<file path="src/rtl/fifo_pkg.sv">
// fifo_pkg: shared FIFO width, packer state type and ratio helper
package fifo_pkg;
  localparam int FIFO_DATA_WIDTH = 8;
  typedef enum logic {ST_EMPTY, ST_PARTIAL} pack_state_t;
  function automatic int ratio(input int in_w, input int data_w);
    return data_w / in_w;
  endfunction
endpackage

</file>
<file path="src/rtl/fifo_wr_packer.sv">
// fifo_wr_packer: packs narrow valid/ready beats into FIFO words, closes partial words on in_last/flush with zero padding, and counts writes and padded words
module fifo_wr_packer
  import fifo_pkg::*;
#(
  parameter int IN_WIDTH = 2,
  parameter int DATA_WIDTH = FIFO_DATA_WIDTH,
  parameter int CNT_WIDTH = 16
) (
  input  logic                  wr_clk,
  input  logic                  rst,
  input  logic                  in_valid,
  input  logic [IN_WIDTH-1:0]   in_data,
  input  logic                  in_last,
  output logic                  in_ready,
  input  logic                  flush,
  input  logic                  fifo_full,
  output logic                  fifo_wr_en,
  output logic [DATA_WIDTH-1:0] fifo_data,
  output logic [CNT_WIDTH-1:0]  words_written,
  output logic [CNT_WIDTH-1:0]  pad_words
);
  localparam int RATIO = ratio(IN_WIDTH, DATA_WIDTH);
  localparam int IW = $clog2(RATIO);
  localparam logic [IW-1:0] LAST = IW'(RATIO - 1);
  pack_state_t state_q, state_d;
  logic [IW-1:0] idx_q, idx_d;
  logic [DATA_WIDTH-1:0] acc_q, acc_d, data_q, data_d, word;
  logic out_vld_q, out_vld_d, pend_q, pend_d;
  logic [CNT_WIDTH-1:0] words_q, words_d, pad_q, pad_d;
  logic take, flush_req, load, padded;
  always_comb begin
    fifo_wr_en = out_vld_q && !fifo_full;
    in_ready = !rst && (!out_vld_q || !fifo_full);
    take = in_valid && in_ready;
    flush_req = flush || pend_q;
    word = acc_q | (take ? DATA_WIDTH'(in_data) << (32'(idx_q) * IN_WIDTH) : '0);
    load = take ? (idx_q == LAST || in_last || flush_req) : (flush_req && state_q == ST_PARTIAL && in_ready);
    padded = load && !(take && idx_q == LAST);
    idx_d = load ? '0 : idx_q + IW'(take);
    state_d = idx_d == '0 ? ST_EMPTY : ST_PARTIAL;
    acc_d = load ? '0 : word;
    pend_d = flush_req && state_q == ST_PARTIAL && !load;
    out_vld_d = load || (out_vld_q && !fifo_wr_en);
    data_d = load ? word : data_q;
    words_d = words_q + CNT_WIDTH'(fifo_wr_en);
    pad_d = pad_q + CNT_WIDTH'(padded);
  end
  always_ff @(posedge wr_clk or posedge rst) begin
    if (rst) begin
      state_q <= ST_EMPTY;
      idx_q <= '0;
      acc_q <= '0;
      data_q <= '0;
      out_vld_q <= 1'b0;
      pend_q <= 1'b0;
      words_q <= '0;
      pad_q <= '0;
    end else begin
      state_q <= state_d;
      idx_q <= idx_d;
      acc_q <= acc_d;
      data_q <= data_d;
      out_vld_q <= out_vld_d;
      pend_q <= pend_d;
      words_q <= words_d;
      pad_q <= pad_d;
    end
  end
  assign fifo_data = data_q;
  assign words_written = words_q;
  assign pad_words = pad_q;
endmodule

</file>
<file path="config.mk">
export PLATFORM = sky130hd
export DESIGN_NAME = fifo_wr_packer
export DESIGN_NICKNAME = d
export VERILOG_FILES = /design/src/rtl/fifo_pkg.sv /design/src/rtl/fifo_wr_packer.sv
export SDC_FILE = /design/constraint.sdc
export NUM_CORES = 1
export LEC_CHECK = 0
export ABC_CLOCK_PERIOD_IN_PS = 4800
export CELL_PAD_IN_SITES_DETAIL_PLACEMENT = 1
export CELL_PAD_IN_SITES_GLOBAL_PLACEMENT = 1
export CORE_MARGIN = 3
export CORE_UTILIZATION = 52
export CTS_CLUSTER_SIZE = 12
export DETAILED_ROUTE_END_ITERATION = 6
export DONT_BUFFER_PORTS = 1
export PLACE_DENSITY_LB_ADDON = 0.2
export SYNTH_ARGS = -nofsm -noshare
export SYNTH_HDL_FRONTEND = slang
export SYNTH_SLANG_ARGS = --single-unit
</file>
<file path="constraint.sdc">
create_clock -name wr_clk -period 4.8 [get_ports wr_clk]
set_input_delay 0.72 -clock wr_clk [delete_from_list [all_inputs] [get_ports wr_clk]]
set_output_delay 0.72 -clock wr_clk [all_outputs]
set_load 0.01 [all_outputs]
</file>
==> out/results.ini <==
[setup_path]
timing.critical_path.arrival_ns = 2.96
crit_buf_inv = 0
critPathMostFrequentCell = ha_1
rr_worst_depth = 9
reg2reg_setup_slack_ns = 2.06
path_cells = a21oi_1, a21boi_2, a21boi_0, ha_1, ha_1, nand2_1, or2_1, nor3_1, xor2_1
max_stage_delay_ns = 0.42
critical_path_class = reg2reg
critPathTopFamily = compound AO/OA/AOI/OAI gates
worstReg2RegEnd = pad_words[14]$_DFF_PP0_
end_kind = flip-flop
worst_setup_path_start_kind = flip-flop
reg2reg_from = out_vld_q$_DFF_PP0_
cp.required_ns = 5.02
slowest_stage = a21oi_1
critPathMaxFanout = 4

[global_route]
grtUsageTotal_pct = 19.8
grt_pass1_wl_microns = 7950
grt.overflow.total = 0
grt_max_degree = 54
grt_antenna_before_repair = 0
grt_pass1_vias = 1594

[pwr]
clkPwrFrac_pct = 22.0
p_per_area_nw_per_um2 = 451
seqPwrFrac_pct = 62.4
intPower_w = 0.000714
p_sw_share_pct = 33.5
p_sw_w = 0.000360
ir_drop_mv = 0.214
p_leak_nw = 1.15
power_w = 0.00107
p_comb_share_pct = 15.5

[min_path]
min_from = acc_q[6]$_DFF_PP0_
min_to = acc_q[6]$_DFF_PP0_
hp-class = reg2reg
whs_path_depth = 2

[placement]
finalWeightedCongestion = 0.774
port_buffers = 0
place_hpwl_microns = 3450

[synthesis]
synth_area_per_cell_sq_um = 11.8
synth_most_common_cell = dfrtp_1
synthTopCellsByCount = dfrtp_1, nor2_1, xor2_1, xnor2_1
netlist_area_sq_um = 2240
synth_cell_types = 29
synth_enable_flop_cells = 0
syn-instance-count = 190
yosysTopAreaCellShare_pct = 59.2
synthesis.nets = 204
synth_flop_cell = dfrtp_1
synth_seq_area_share_pct = 59.2
synth_area_leaders = dfrtp_1, xor2_1, xnor2_1
synth_async_sr_flop_share_pct = 100
yosysTopAreaCell = dfrtp_1
ys_warn_count = 0
ys_ff_latch = 53

[route]
avgViaCountPerCell = 5.74
dr.first_iter.drc_count = 93
wirelength_microns = 4580
drc_errors = 0
vias = 1413
dr.pass1.iters = 4
antenna_left = 0
routedWlPerCell_microns = 18.6

[timing]
min_period_ns = 2.74
max_freq_ghz = 0.365
drv_slew = 0
slew_headroom_pct = 27.3
worst_pin_slew_ns = 1.09
final_hold_viol_count = 0
finClkSkew_ns = 0.00567
rsz0062_at_grt = no
setup_viol = 0
fin_setup_tns_ns = 0
period_share_pct = 57.1

[status]
status = complete, no violations

[final_layout]
areaGrowthSynthToFinish_pct = 6.19
drive_above_1_share_pct = 7.65
nets = 209
fin_util_pct = 58.3
n_antenna_cell = 0

[cts]
insertion_delay_ns = 0.30
cts_resized = 0
cts_made_buffers = 5
clock_sinks = 53
cts_setup_buffers = 0
cts_tree = built
clock_path_buffers = 2
h-tree-depth = 2
clk_pin_slew_ns = 0.09
cts_hold_buf = 0
cts_root_buffer = clkbuf_8

[floorplan]
rows = 23
fp.dieW_microns = 71.7
initial_core_util_pct = 54.9
io_pins = 50
dieHeight_microns = 71.7
die-area_sq_um = 5140
core_sq_um = 4090

[job]
drv_cap = 0

## how the worst max path moves through the flow
stage                             start                       to  cells past startpoint
detailed placement                  rst  pad_words[14]$_DFF_PP0_                      9
global placement                    rst  pad_words[12]$_DFF_PP0_                      9
finish              out_vld_q$_DFF_PP0_  pad_words[14]$_DFF_PP0_                      9
global route        out_vld_q$_DFF_PP0_  pad_words[12]$_DFF_PP0_                      9
floorplan                           rst  pad_words[12]$_DFF_PP0_                      9
CTS                 out_vld_q$_DFF_PP0_  pad_words[14]$_DFF_PP0_                      9
## through the flow
step	instances	hold slack, ns	instance area [sq um]	worst slack [ns]
global route	246	0.518	2380	1.75
CTS	246	0.494	2380	1.99
floorplan	190	0.449	2240	2.18
detailed placement	238	0.473	2300	1.69
finish	246	0.488	2380	2.06
global placement	238	0.468	2300	1.99
## layer usage
metal	global-route usage, %	share of wire [%]
met5	0	0
met4	4.38	0.72
met3	5.89	5.8
met2	33.2	51
met1	25.7	43
## cells by family after synthesis
group,Yosys count,synth area share [%]
adder cells (fa/ha/maj),6,3.35
multiplexers,8,3.57
XOR/XNOR,29,11.3
AO/OA/AOI/OAI,16,4.41
AND/OR/NAND/NOR,62,15.2
buffers and inverters,16,2.96
flip-flops,53,59.2
## cell type report
class / count / area [sq um]
clock buffer: 6 / 72.6
clock inverter: 2 / 10.0
fill: 430 / 1710
inverter: 13 / 48.8
multi-input combinational: 121 / 853
sequential: 53 / 1330
tap: 50 / 62.6
timing repair buffer: 1 / 7.51
## power by group through the flow
stage	Combinational (W)	Sequential, W	Clock, W
after floorplan	0.000137	0.000651	0
after global placement	0.000160	0.000676	0
final	0.000167	0.000671	0.000237
after global routing	0.000199	0.000688	0.000266
after CTS	0.000171	0.000673	0.000244
after detailed placement	0.000172	0.000680	0
## flip-flops by register name (all words and copies together), names as in the netlist
name           flops
words_written     16
acc_q              8
idx_q              2
state_q            1
fifo_data          8
pend_q             1
out_vld_q          1
pad_words         16
## worst register-to-register path, cell delays in order, from the launching register on
cell and delay (ns):
dfrtp_1 0.40, a21oi_1 0.42, a21boi_2 0.25, a21boi_0 0.30, ha_1 0.22, ha_1 0.20, nand2_1 0.12, or2_1 0.29
nor3_1 0.30, xor2_1 0.18
## cells in the final DEF, fill, tap and decap left out, types with 2 or more instances in the layout
| cell | count |
|---|---|
| a21oi_1 | 2 |
| dfrtp_1 | 53 |
| mux2i_1 | 8 |
| clkbuf_8 | 5 |
| nand3_1 | 13 |
| xnor2_1 | 14 |
| nand4_1 | 4 |
| clkinv_2 | 2 |
| ha_1 | 6 |
| nor4_1 | 2 |
| xor2_1 | 15 |
| nor2b_1 | 3 |
| nor2_1 | 19 |
| inv_1 | 12 |
| a31oi_1 | 8 |
| nand2_1 | 7 |
| and2_1 | 2 |
| nor3_1 | 6 |
| o21ai_0 | 2 |
Note: power is estimated with default switching activity, not from simulation.
